==> config.mk <==
export PLATFORM = sky130hd
export DESIGN_NAME = ram_arbiter_2p_flat
export DESIGN_NICKNAME = d
export VERILOG_FILES = /design/src/rtl/ram_arbiter_2p_pkg.sv /design/src/rtl/ram_arbiter_2p_if.sv /design/src/rtl/ram_arbiter_2p_ram_sp_sync.sv /design/src/rtl/ram_arbiter_2p.sv /design/src/flat_wrapper.sv
export SDC_FILE = /design/constraint.sdc
export NUM_CORES = 1
export LEC_CHECK = 0
export ABC_AREA = 1
export CAP_MARGIN = 40
export CELL_PAD_IN_SITES_DETAIL_PLACEMENT = 0
export CELL_PAD_IN_SITES_GLOBAL_PLACEMENT = 1
export CORE_AREA = 2 2 97 99
export DETAILED_ROUTE_END_ITERATION = 16
export DIE_AREA = 0 0 99 101
export PLACE_DENSITY = 0.85
export SYNTH_ARGS = -nofsm -noshare
export SYNTH_HDL_FRONTEND = slang
export SYNTH_HIERARCHICAL = 1
export SYNTH_SLANG_ARGS = --single-unit
==> constraint.sdc <==
create_clock -name clk -period 2.8 [get_ports clk]
set_input_delay 0.56 -clock clk [delete_from_list [all_inputs] [get_ports clk]]
set_output_delay 0.56 -clock clk [all_outputs]
set_load 0.005 [all_outputs]
==> src/rtl/ram_arbiter_2p_pkg.sv <==
// Shared definitions for the two-port RAM arbiter: FSM encoding, default
// geometry and the round-robin winner selection.
package ram_arbiter_2p_pkg;

  localparam int AW_DEF = 3;
  localparam int DW_DEF = 8;

  typedef enum logic [1:0] {
    S_IDLE  = 2'd0,
    S_GRANT = 2'd1,
    S_RESP  = 2'd2
  } state_e;

  // Lone requester wins; on contention the port named by rr_ptr wins.
  function automatic logic arb_pick(input logic req0, input logic req1, input logic rr_ptr);
    if (req0 && req1) begin
      return rr_ptr;
    end else begin
      return req1;
    end
  endfunction

endpackage

==> src/rtl/ram_arbiter_2p_if.sv <==
// Request/grant/response bundle between the two requesters and the arbiter.
interface ram_arbiter_2p_if #(
  parameter int AW = ram_arbiter_2p_pkg::AW_DEF,
  parameter int DW = ram_arbiter_2p_pkg::DW_DEF
) ();

  logic          req0;
  logic          req1;
  logic          we0;
  logic          we1;
  logic [AW-1:0] addr0;
  logic [AW-1:0] addr1;
  logic [DW-1:0] wdata0;
  logic [DW-1:0] wdata1;
  logic          gnt0;
  logic          gnt1;
  logic          rvalid0;
  logic          rvalid1;
  logic [DW-1:0] rdata;
  logic          busy;

  modport master (
    output req0, req1, we0, we1, addr0, addr1, wdata0, wdata1,
    input  gnt0, gnt1, rvalid0, rvalid1, rdata, busy
  );

  modport slave (
    input  req0, req1, we0, we1, addr0, addr1, wdata0, wdata1,
    output gnt0, gnt1, rvalid0, rvalid1, rdata, busy
  );

endinterface

==> src/rtl/ram_arbiter_2p_ram_sp_sync.sv <==
// Single-port synchronous RAM: posedge write, registered read. The array is
// deliberately not reset; only the read register is.
module ram_arbiter_2p_ram_sp_sync #(
  parameter int AW = ram_arbiter_2p_pkg::AW_DEF,
  parameter int DW = ram_arbiter_2p_pkg::DW_DEF
) (
  input  logic          clk,
  input  logic          clrn,
  input  logic          en_i,
  input  logic          we_i,
  input  logic [AW-1:0] addr_i,
  input  logic [DW-1:0] wdata_i,
  output logic [DW-1:0] rdata_o
);

  logic [DW-1:0] mem_q [2**AW];
  logic [DW-1:0] rdata_q;

  // Array write port
  always_ff @(posedge clk) begin
    if (en_i && we_i) begin
      mem_q[addr_i] <= wdata_i;
    end
  end

  // Read register holds its value between reads
  always_ff @(posedge clk or negedge clrn) begin
    if (!clrn) begin
      rdata_q <= {DW{1'b0}};
    end else if (en_i && !we_i) begin
      rdata_q <= mem_q[addr_i];
    end
  end

  assign rdata_o = rdata_q;

endmodule

==> src/rtl/ram_arbiter_2p.sv <==
// Round-robin arbiter sharing one single-port RAM between two requesters;
// one access in flight, registered grant and read-valid pulses.
module ram_arbiter_2p
  import ram_arbiter_2p_pkg::*;
#(
  parameter int AW = AW_DEF,
  parameter int DW = DW_DEF
) (
  input  logic             clk,
  input  logic             clrn,
  ram_arbiter_2p_if.slave  bus
);

  state_e        state_q, state_d;
  logic          win_q, win_d;
  logic          we_q, we_d;
  logic [AW-1:0] addr_q, addr_d;
  logic [DW-1:0] wdata_q, wdata_d;
  logic          rr_q, rr_d;
  logic          gnt0_q, gnt0_d;
  logic          gnt1_q, gnt1_d;
  logic          rvalid0_q, rvalid0_d;
  logic          rvalid1_q, rvalid1_d;
  logic          busy_q, busy_d;
  logic          accept_s;
  logic          pick_s;
  logic          ram_en_s;
  logic [DW-1:0] ram_rdata_s;

  // State register
  always_ff @(posedge clk or negedge clrn) begin
    if (!clrn) begin
      state_q <= S_IDLE;
    end else begin
      state_q <= state_d;
    end
  end

  // Next-state logic; requests are only looked at in IDLE
  always_comb begin
    state_d  = S_IDLE;
    accept_s = 1'b0;
    case (state_q)
      S_IDLE: begin
        if (bus.req0 || bus.req1) begin
          state_d  = S_GRANT;
          accept_s = 1'b1;
        end else begin
          state_d  = S_IDLE;
        end
      end
      S_GRANT: begin
        if (we_q) begin
          state_d = S_IDLE;
        end else begin
          state_d = S_RESP;
        end
      end
      S_RESP:  state_d = S_IDLE;
      default: state_d = S_IDLE;
    endcase
  end

  // Request latch and round-robin pointer update on acceptance
  always_comb begin
    pick_s = arb_pick(bus.req0, bus.req1, rr_q);
    if (accept_s) begin
      win_d   = pick_s;
      we_d    = pick_s ? bus.we1    : bus.we0;
      addr_d  = pick_s ? bus.addr1  : bus.addr0;
      wdata_d = pick_s ? bus.wdata1 : bus.wdata0;
      rr_d    = ~pick_s;
    end else begin
      win_d   = win_q;
      we_d    = we_q;
      addr_d  = addr_q;
      wdata_d = wdata_q;
      rr_d    = rr_q;
    end
  end

  // Output decode from the upcoming state so the pulses come out of flops
  always_comb begin
    gnt0_d    = (state_d == S_GRANT) && !win_d;
    gnt1_d    = (state_d == S_GRANT) &&  win_d;
    rvalid0_d = (state_d == S_RESP)  && !win_d;
    rvalid1_d = (state_d == S_RESP)  &&  win_d;
    busy_d    = (state_d != S_IDLE);
  end

  // Datapath and output registers
  always_ff @(posedge clk or negedge clrn) begin
    if (!clrn) begin
      win_q     <= 1'b0;
      we_q      <= 1'b0;
      addr_q    <= {AW{1'b0}};
      wdata_q   <= {DW{1'b0}};
      rr_q      <= 1'b0;
      gnt0_q    <= 1'b0;
      gnt1_q    <= 1'b0;
      rvalid0_q <= 1'b0;
      rvalid1_q <= 1'b0;
      busy_q    <= 1'b0;
    end else begin
      win_q     <= win_d;
      we_q      <= we_d;
      addr_q    <= addr_d;
      wdata_q   <= wdata_d;
      rr_q      <= rr_d;
      gnt0_q    <= gnt0_d;
      gnt1_q    <= gnt1_d;
      rvalid0_q <= rvalid0_d;
      rvalid1_q <= rvalid1_d;
      busy_q    <= busy_d;
    end
  end

  // The RAM operation completes at the edge that closes the GRANT cycle
  assign ram_en_s = (state_q == S_GRANT);

  ram_arbiter_2p_ram_sp_sync #(.AW(AW), .DW(DW)) u_ram (
    .clk     (clk),
    .clrn    (clrn),
    .en_i    (ram_en_s),
    .we_i    (we_q),
    .addr_i  (addr_q),
    .wdata_i (wdata_q),
    .rdata_o (ram_rdata_s)
  );

  assign bus.gnt0    = gnt0_q;
  assign bus.gnt1    = gnt1_q;
  assign bus.rvalid0 = rvalid0_q;
  assign bus.rvalid1 = rvalid1_q;
  assign bus.rdata   = ram_rdata_s;
  assign bus.busy    = busy_q;

endmodule
==> src/flat_wrapper.sv <==
// flat-port wrapper written by rule: the top's interface ports become plain ports
module ram_arbiter_2p_flat import ram_arbiter_2p_pkg::*;
#(
  parameter int AW = AW_DEF,
  parameter int DW = DW_DEF
)
  (clk, clrn, bus_req0, bus_req1, bus_we0, bus_we1, bus_addr0, bus_addr1, bus_wdata0, bus_wdata1, bus_gnt0, bus_gnt1, bus_rvalid0, bus_rvalid1, bus_rdata, bus_busy);
  ram_arbiter_2p_if #(.AW(AW), .DW(DW)) bus_i ();
  input  logic clk;
  input  logic clrn;
  input wire logic [$bits(bus_i.req0)-1:0] bus_req0;
  input wire logic [$bits(bus_i.req1)-1:0] bus_req1;
  input wire logic [$bits(bus_i.we0)-1:0] bus_we0;
  input wire logic [$bits(bus_i.we1)-1:0] bus_we1;
  input wire logic [$bits(bus_i.addr0)-1:0] bus_addr0;
  input wire logic [$bits(bus_i.addr1)-1:0] bus_addr1;
  input wire logic [$bits(bus_i.wdata0)-1:0] bus_wdata0;
  input wire logic [$bits(bus_i.wdata1)-1:0] bus_wdata1;
  output wire logic [$bits(bus_i.gnt0)-1:0] bus_gnt0;
  output wire logic [$bits(bus_i.gnt1)-1:0] bus_gnt1;
  output wire logic [$bits(bus_i.rvalid0)-1:0] bus_rvalid0;
  output wire logic [$bits(bus_i.rvalid1)-1:0] bus_rvalid1;
  output wire logic [$bits(bus_i.rdata)-1:0] bus_rdata;
  output wire logic [$bits(bus_i.busy)-1:0] bus_busy;
  assign bus_i.req0 = bus_req0;
  assign bus_i.req1 = bus_req1;
  assign bus_i.we0 = bus_we0;
  assign bus_i.we1 = bus_we1;
  assign bus_i.addr0 = bus_addr0;
  assign bus_i.addr1 = bus_addr1;
  assign bus_i.wdata0 = bus_wdata0;
  assign bus_i.wdata1 = bus_wdata1;
  assign bus_gnt0 = bus_i.gnt0;
  assign bus_gnt1 = bus_i.gnt1;
  assign bus_rvalid0 = bus_i.rvalid0;
  assign bus_rvalid1 = bus_i.rvalid1;
  assign bus_rdata = bus_i.rdata;
  assign bus_busy = bus_i.busy;
  ram_arbiter_2p #(.AW(AW), .DW(DW)) u_core (.clk(clk), .clrn(clrn), .bus(bus_i));
endmodule
# ---- Word-level counts from Yosys, hierarchy flattened
# Memory sizes are Yosys's and may differ from the RTL's. A register that Yosys moved wholly into a read port is not among the register bits.
# Cells that the tools add are included.
dict set report totals {
  regBits 21
  ramBits 64
  input_bits 28
  wordCells 41
  mem_count 1
}
dict set report classes {
  eq_ne 3
  n_mux 12
  n_bitwise 1
  n_reduce_logical 13
}
# memory depth word_bits read_ports rd_clocked_by_memory_dff wr line
set memory_table {}
lappend memory_table {u_core.u_ram.mem_q 8 8 1 1 1 ram_arbiter_2p_ram_sp_sync.sv:16} ;# logic [DW-1:0] mem_q [2**AW];
# cell n
set ops {}
lappend ops {{2-to-1 mux 1 bit} 8}
lappend ops {{2-to-1 mux 8 bit} 1}
lappend ops {{logical AND 1 bit} 7}
lappend ops {{equality test 2 x 1 -> 1 bit (second input constant)} 2}
lappend ops {{case mux 2 bit (2 select lines)} 1}
lappend ops {{logical NOT 1 bit} 3}
lappend ops {{2-to-1 mux 3 bit} 1}
lappend ops {{equality test 2 bit (second input constant)} 1}
lappend ops {{logical NOT 2 bit} 1}
lappend ops {{2-to-1 mux 2 bit} 1}
lappend ops {{nonzero test 2 bit} 1}
lappend ops {{logical OR 1 bit} 1}
lappend ops {{inverter 1 bit} 1}

# ---- Longest topological paths before layout
# Gate-level depths: netlist (run 1).
dict set report logic_depth {
  depth_word 6
  depth_mapped 8
  mapped_depth_nobuf 7
}

# ---- Hierarchy
# Netlist (run 1), hierarchy kept.
# mod instances cells_per_inst area_each_um2
set by_module_without_submodules {}
lappend by_module_without_submodules {ram_arbiter_2p_ram_sp_sync 1 296 3078.0}
lappend by_module_without_submodules {ram_arbiter_2p 1 134 1106.1}

# ---- Worst setup path before layout (run 1)
# Ideal clock, no wire load.
dict set report synth_path {
  path_type {flip-flop to flip-flop}
  startpoint {reg u_core.addr_q[0]}
  endpoint {mem u_core/u_ram/mem_q[4][0] (netlist bit), enable pin}
  setup_ns 0.370
  arrival_ns 1.179
  slack_ns 1.250
  path_stages_with_launch 6
  path_buffers 2
  synth_period_minus_slack_ns 1.550
  cell_sequence {dfrtp_1 > buf_6 > inv_4 > buf_4 > nand2_1 > nor2_1}
}
# item line
set synth_lines {}
lappend synth_lines {{start: declaration} ram_arbiter_2p.sv:17} ;# logic [AW-1:0] addr_q, addr_d;
lappend synth_lines {{start signal: assignment} ram_arbiter_2p.sv:96} ;# addr_q <= {AW{1'b0}};
lappend synth_lines {{start signal: assignment} ram_arbiter_2p.sv:107} ;# addr_q <= addr_d;
lappend synth_lines {{end: declaration} ram_arbiter_2p_ram_sp_sync.sv:16}
# Straight into the memory's write port.

# ---- Final worst setup path (run 1)
dict set report layout_path {
  startpoint {reg u_core.addr_q[0]}
  endpoint {mem u_core/u_ram/mem_q[2][7] (netlist bit), enable pin}
}
# Straight into the memory's write port.

==> metrics.txt, run 1 <==
quantity of gates resized following cts=0; type of the worst setup path=reg2reg; setup repair after global routing missed its margin=false; clock tree root driver cell=sky130_fd_sc_hd__clkbuf_8; Psw=1.64 mW; buffer and inverter count on the worst path=2; Detail Route Antenna Nets=0; initial antenna violation count=0; CTS tree=built; DR vias/cell=4.63; number of iterations in the first detailed-routing pass=5; Longest Clk Path Bufs=2; sequential group share of total power=0.472; CP cell instances=buf_4, inv_4, nand2_1, nor2_1; max-cap check violation count=0; Worst-Margin Slew=0.783 ns; global-route usage over all layers=0.163; switching portion of total power=0.358; Internal=2.93 mW; worst clock skew=0.0151 ns; Total Power=4.57 mW; portion of the post-synthesis area used by sequential elements=0.633; clock slew at the register clock pins of the worst setup and hold paths=0.09 ns; count of unresolved DRC violations after routing=0; HPWL after detailed placement=5220 µm; number of global-route vias before repair=2549; number of synthesized register bits=93; count of final max-slew check failures=0; share of power burned in combinational logic=0.328; Critical Path Sink Type=flip-flop; outcome=finished clean; Post-Synthesis Net Count=458; cell depth of the worst flop-to-flop path=4; Total Die Area=10000 µm²; required time of the worst setup path=2.78 ns; portion of total power attributed to the clock network=0.200; clock insertion delay at the later pin of the skew report=0.35 ns; worst path arrival time=1.95 ns; Post-CTS Repair Setup Buffers=0; Hold/Removal Path Class=reg2reg; Finish-stage setup viols=0; global route overflow=0; Min Clock Period, post-route=1.97 ns; headroom to the max-slew limit=0.476; Initial Util=0.466; Core Area=8980 µm²; total of hold buffers inserted after clock tree synthesis=0; final wirelength=7630 µm; library cell contributing the largest single delay on the critical path=sky130_fd_sc_hd__nor2_1; detailed router's first-iteration violation count=137; diode count=0; delay of the slowest critical-path stage=0.62 ns; die span in y=101 µm; power density cells=940 nW/µm²; count of pins on the block boundary=41; horizontal die dimension=99 µm; sum of negative setup slack=0 ns; vias after detailed routing=2731; maximum fanout along the worst path=26; per-instance average area after synthesis=9.73 µm²; growth of design area from synthesis to finish=16.2%; Stages on worst setup path=4; CTS H-tree depth=3; Post-layout nets=502; post-synthesis instance area=4180 µm²; Gate Count Post-Synth=430; number of warning messages in the yosys log=6; cts bufs inserted=9; commonest non-fill, non-tap cell in the layout=sky130_fd_sc_hd__nand2_1; Hold Path Cell Cnt=2; hold slack final=0.495 ns; input/output buffers=40; leak pwr=2.23 nW; Peak Freq=507 MHz; layout cell share with drive strength beyond 1=0.0981; Top Family by Delay on Critical Path=simple AND/OR/NAND/NOR gates; final critical-path share of the clock period=0.704; number of cell rows=35; global-route wire length before repair=12300 µm; commonest cells after routing, fill and taps aside=sky130_fd_sc_hd__nand2_1, sky130_fd_sc_hd__inv_1, sky130_fd_sc_hd__edfxtp_1; IR Drop Worst-Case VDD=440 µV; post-synthesis cell type count=25; CTS Sinks=93; largest net degree at the start of global routing=30; global placement routability congestion=0.767; kind of start point of the critical path=flip-flop; final routed wire length divided by cell count=12.9 µm; final hold vios=0
[per-stage QoR]
stage	worst slack [ns]	std cells	cell area, µm²	utilization
finish	0.828	590	4860	0.542
global route	0.677	590	4860	0.542
CTS	0.795	590	4860	0.542
detailed placement	0.681	574	4650	0.518
global placement	0.748	574	4650	0.518
floorplan	1.25	430	4180	-
[worst paths after layout]
path / slack, ns / end / start
setup / recovery: 0.83 / u_core/u_ram/mem_q[2][7]$_DFFE_PP_ / u_core/addr_q[0]$_DFFE_PN0P_
hold / removal: 0.49 / u_core/win_q$_DFF_PN0_ / u_core/win_q$_DFF_PN0_
setup reg to reg: 0.83 / u_core/u_ram/mem_q[2][7]$_DFFE_PP_ / u_core/addr_q[0]$_DFFE_PN0P_
hold reg to reg: 0.49 / u_core/win_q$_DFF_PN0_ / u_core/win_q$_DFF_PN0_
max in group asynchronous: 1.92 / u_core/addr_q[1]$_DFFE_PN0P_ / clrn
min in group asynchronous: 0.57 / u_core/u_ram/rdata_o[4]$_DFFE_PN0P_ / clrn
[area by class of cell]
cell class	instances	area [µm²]
clock buffers	11	153
clock inverters	5	56.3
fillers	801	4120
inverters	96	369
multi-input cells	227	1040
flip-flops and latches	93	2650
well taps	111	139
repair buffers	47	453
[state kept, by name, summed over array words and instances, names as in the netlist, 2 cells and up]
signal / flops
u_core/u_ram/rdata_o: 8
u_core/addr_q: 3
u_core/state_q: 2
u_core/u_ram/mem_q: 64
u_core/wdata_q: 8
[cells by family after synthesis]
family	share of synthesized area
buffers and inverters	0.118
AND/OR/NAND/NOR	0.238
AO/OA/AOI/OAI	0.0117
flip-flops	0.633
[cell usage after synthesis]
| cell | number | area share |
|---|---|---|
| sky130_fd_sc_hd__buf_12 | 1 | 0.0048 |
| sky130_fd_sc_hd__a21oi_1 | 2 | 0.0024 |
| sky130_fd_sc_hd__nand2_1 | 108 | 0.097 |
| sky130_fd_sc_hd__clkinv_2 | 1 | 0.0012 |
| sky130_fd_sc_hd__nand2_2 | 1 | 0.0015 |
| sky130_fd_sc_hd__inv_6 | 1 | 0.0021 |
| sky130_fd_sc_hd__nor2_1 | 41 | 0.037 |
| sky130_fd_sc_hd__or2_0 | 2 | 0.0030 |
| sky130_fd_sc_hd__buf_4 | 4 | 0.0072 |
| sky130_fd_sc_hd__buf_6 | 4 | 0.011 |
| sky130_fd_sc_hd__inv_2 | 4 | 0.0036 |
| sky130_fd_sc_hd__a21oi_2 | 1 | 0.0021 |
| sky130_fd_sc_hd__edfxtp_1 | 64 | 0.46 |
| sky130_fd_sc_hd__nor2_4 | 3 | 0.0081 |
| sky130_fd_sc_hd__dfrtp_1 | 29 | 0.17 |
| sky130_fd_sc_hd__clkbuf_4 | 1 | 0.0018 |
| sky130_fd_sc_hd__nand2_8 | 1 | 0.0048 |
| sky130_fd_sc_hd__inv_4 | 1 | 0.0015 |
| sky130_fd_sc_hd__buf_2 | 4 | 0.0048 |
| sky130_fd_sc_hd__nand3_2 | 9 | 0.022 |
| sky130_fd_sc_hd__inv_1 | 89 | 0.080 |
| sky130_fd_sc_hd__nand2_4 | 1 | 0.0027 |
| sky130_fd_sc_hd__nand3_1 | 50 | 0.060 |
| sky130_fd_sc_hd__nor2_2 | 2 | 0.0030 |
| sky130_fd_sc_hd__o21ai_1 | 6 | 0.0072 |
[power by group through the flow]
stage	sequential (mW)	combinational (mW)	clock [mW]
after floorplan	2.11	1.11	0
after global placement	2.17	1.49	0
after detailed placement	2.19	1.51	0
after CTS	2.16	1.52	0.937
after global routing	2.20	1.71	0.987
final	2.16	1.50	0.914
[per-layer routing]
| layer | track usage | vias to the layer above | routed length (µm) |
|---|---|---|---|
| li1 | - | 1410 | - |
| met1 | 0.213 | 1231 | 3370 |
| met2 | 0.267 | 76 | 3700 |
| met3 | 0.0298 | 14 | 378 |
| met4 | 0.0759 | 0 | 171 |
| met5 | 0 | - | 0 |
[tightest hold or removal path: stages, from the launching register on]
cell and delay (ns):
sky130_fd_sc_hd__dfrtp_1 0.33, sky130_fd_sc_hd__nand2_1 0.06, sky130_fd_sc_hd__nand2_1 0.07
Power figures use the tool's default switching activity.
==> run 2: changes to the inputs <==
--- a/config.mk
+++ b/config.mk
@@ -9,10 +9,10 @@
 export CAP_MARGIN = 40
 export CELL_PAD_IN_SITES_DETAIL_PLACEMENT = 0
 export CELL_PAD_IN_SITES_GLOBAL_PLACEMENT = 1
-export CORE_AREA = 2 2 97 99
+export CORE_AREA = 2 2 101 103
 export DETAILED_ROUTE_END_ITERATION = 16
-export DIE_AREA = 0 0 99 101
-export PLACE_DENSITY = 0.85
+export DIE_AREA = 0 0 103 105
+export PLACE_DENSITY = 0.8
 export SYNTH_ARGS = -nofsm -noshare
 export SYNTH_HDL_FRONTEND = slang
 export SYNTH_HIERARCHICAL = 1
==> constraint.sdc (replaced) <==
create_clock -name clk -period 2.05 [get_ports clk]
set_input_delay 0.41 -clock clk [delete_from_list [all_inputs] [get_ports clk]]
set_output_delay 0.41 -clock clk [all_outputs]
set_load 0.005 [all_outputs]
==> run 2 against run 1 <==
Effect of this change:
- final area increased by 1.9%
- clock skew grew 0.0042 ns
- hold slack lost 0.086 ns
- final cell count is 5.8% higher
- critical path type is now reg2out
- critical endpoint is now bus_rdata[1]
- largest power group unchanged
==> metrics.txt, run 2 (same netlist as run 1, synthesis figures left out) <==
clock tree root driver cell=sky130_fd_sc_hd__clkbuf_8 (unchanged); CTS Sinks=93 (unchanged); sum of negative setup slack=0 ns (unchanged); headroom to the max-slew limit=0.631 (was 0.476); quantity of gates resized following cts=0 (unchanged); Peak Freq=600 MHz; growth of design area from synthesis to finish=18.5% (was 16.2%); total of hold buffers inserted after clock tree synthesis=0 (unchanged); switching portion of total power=0.380 (was 0.358); detailed router's first-iteration violation count=139 (was 137); layout cell share with drive strength beyond 1=0.122 (was 0.0981); CTS tree=built (unchanged); multi-input combinational cell area=1040 µm² (unchanged); clock slew at the register clock pins of the worst setup and hold paths=0.11 ns (was 0.09 ns); Stages on worst setup path=1 (was 4); number of cell rows=36 (was 35); Longest Clk Path Bufs=2 (unchanged); cell area after layout=4960 µm² (was 4860 µm²); largest net degree at the start of global routing=40 (was 30); number of global-route vias before repair=2675 (was 2549); commonest non-fill, non-tap cell in the layout=sky130_fd_sc_hd__nand2_1 (unchanged); final routed wire length divided by cell count=13.0 µm (was 12.9 µm); horizontal die dimension=103 µm (was 99 µm); CP cell instances=clkdlybuf4s50_1 (was buf_4, inv_4, nand2_1, nor2_1); Hold/Removal Path Class=in2async (was reg2reg); Biggest register=u_core/u_ram/mem_q (unchanged); Detail Route Antenna Nets=0 (unchanged); Min Clock Period, post-route=1.67 ns; IR Drop Worst-Case VDD=606 µV (was 440 µV); final hold vios=0 (unchanged); type of the worst setup path=reg2out (was reg2reg); portion of total power attributed to the clock network=0.186 (was 0.200); sequential standard cell area=2650 µm² (unchanged); worst clock skew=0.0193 ns (was 0.0151 ns); Post-CTS Repair Setup Buffers=0 (unchanged); outcome=finished clean (unchanged); initial antenna violation count=0 (unchanged); kind of start point of the critical path=flip-flop (unchanged); required time of the worst setup path=1.64 ns (was 2.78 ns); number of iterations in the first detailed-routing pass=4 (was 5); count of pins on the block boundary=41 (unchanged); Psw=2.38 mW (was 1.64 mW); final critical-path share of the clock period=0.813; maximum fanout along the worst path=2 (was 26); count of unresolved DRC violations after routing=0 (unchanged); Critical Path Sink Type=output port (was flip-flop); worst path arrival time=1.26 ns (was 1.95 ns); global-route wire length before repair=13100 µm (was 12300 µm); power density cells=1270 nW/µm² (was 940 nW/µm²); count of final max-slew check failures=0 (unchanged); leak pwr=2.28 nW (was 2.23 nW); setup repair after global routing missed its margin=false (unchanged); share of power burned in combinational logic=0.336 (was 0.328); diode count=0 (unchanged); cell depth of the worst flop-to-flop path=6 (was 4); library cell contributing the largest single delay on the critical path=sky130_fd_sc_hd__clkdlybuf4s50_1 (was sky130_fd_sc_hd__nor2_1); number of flip-flops under the largest register name=64 (unchanged); Core Area=9640 µm² (was 8980 µm²); area of placed instances=4770 µm² (was 4650 µm²); sequential group share of total power=0.478 (was 0.472); CTS H-tree depth=3 (unchanged); DR vias/cell=4.47 (was 4.63); cts bufs inserted=9 (unchanged); global-route usage over all layers=0.161 (was 0.163); HPWL after detailed placement=5770 µm (was 5220 µm); Internal=3.89 mW (was 2.93 mW); Post-layout nets=514 (was 502); global placement routability congestion=0.761 (was 0.767); die span in y=105 µm (was 101 µm); clock insertion delay at the later pin of the skew report=0.38 ns (was 0.35 ns); buffer and inverter count on the worst path=1 (was 2); final wirelength=8090 µm (was 7630 µm); delay of the slowest critical-path stage=0.52 ns (was 0.62 ns); vias after detailed routing=2787 (was 2731); commonest cells after routing, fill and taps aside=sky130_fd_sc_hd__nand2_1, sky130_fd_sc_hd__inv_1, sky130_fd_sc_hd__edfxtp_1 (unchanged); number of fill cells in the layout=926 (was 801); Finish-stage setup viols=0 (unchanged); Top Family by Delay on Critical Path=buffers and inverters (was simple AND/OR/NAND/NOR gates); input/output buffers=40 (unchanged); max-cap check violation count=0 (unchanged); Total Die Area=10800 µm² (was 10000 µm²); Worst-Margin Slew=0.552 ns (was 0.783 ns); global route overflow=0 (unchanged); Initial Util=0.434 (was 0.466)
run 2: cell count changes in the layout (fill, tap and decap cells not counted):
cell / delta
sky130_fd_sc_hd__clkinv_2: -1
sky130_fd_sc_hd__clkbuf_16: -1
sky130_fd_sc_hd__inv_6: +2
sky130_fd_sc_hd__inv_8: +2
sky130_fd_sc_hd__bufinv_16: -1
sky130_fd_sc_hd__clkbuf_1: -1
sky130_fd_sc_hd__buf_4: +12
run 2: worst paths after layout:
kind	start	end	slack (ns)
setup / recovery	u_core/u_ram/rdata_o[1]$_DFFE_PN0P_	bus_rdata[1]	0.38
hold / removal	clrn	u_core/u_ram/rdata_o[0]$_DFFE_PN0P_	0.41
setup reg to reg	u_core/state_q[1]$_DFF_PN0_	u_core/u_ram/rdata_o[4]$_DFFE_PN0P_	0.44
hold reg to reg	u_core/u_ram/rdata_o[5]$_DFFE_PN0P_	u_core/u_ram/rdata_o[5]$_DFFE_PN0P_	0.51
max in group asynchronous	clrn	u_core/wdata_q[5]$_DFFE_PN0P_	1.35
min in group clk	u_core/u_ram/rdata_o[5]$_DFFE_PN0P_	u_core/u_ram/rdata_o[5]$_DFFE_PN0P_	0.51
run 2: metrics by stage:
step	utilization	worst slack, ns	std cells	hold slack, ns	power [mW]
6_report	0.514	0.383	624	0.409	6.27
3_5_place_dp	0.495	0.417	608	0.488	5.19
3_3_place_gp	0.495	0.435	608	0.472	5.12
2_1_floorplan	-	0.500	430	0.114	4.40
5_1_grt	0.514	0.305	624	0.456	6.71
4_1_cts	0.514	0.375	624	0.417	6.34
run 2: power by group through the flow:
stage,logic (mW),clock network (mW),registers (mW)
after floorplan,1.51,0,2.88
after global placement,2.10,0,3.01
after detailed placement,2.14,0,3.05
after CTS,2.14,1.19,3.01
after global routing,2.38,1.27,3.07
final,2.11,1.17,3.00
run 2: layer usage:
metal / share of wire / GRT usage / vias to the layer above
li1: - / - / 1444
met3: 0.039 / 0.0301 / 12
met2: 0.47 / 0.255 / 60
met5: 0 / 0 / -
met4: 0.019 / 0.0677 / 0
met1: 0.47 / 0.216 / 1271
run 2: cell type report:
type,count,area share
clock inverters,7,0.0124
repair buffers,59,0.110
inverters,96,0.0745
well taps,133,0.0336
multi-input cells,227,0.211
flip-flops and latches,93,0.534
clock buffers,9,0.0250
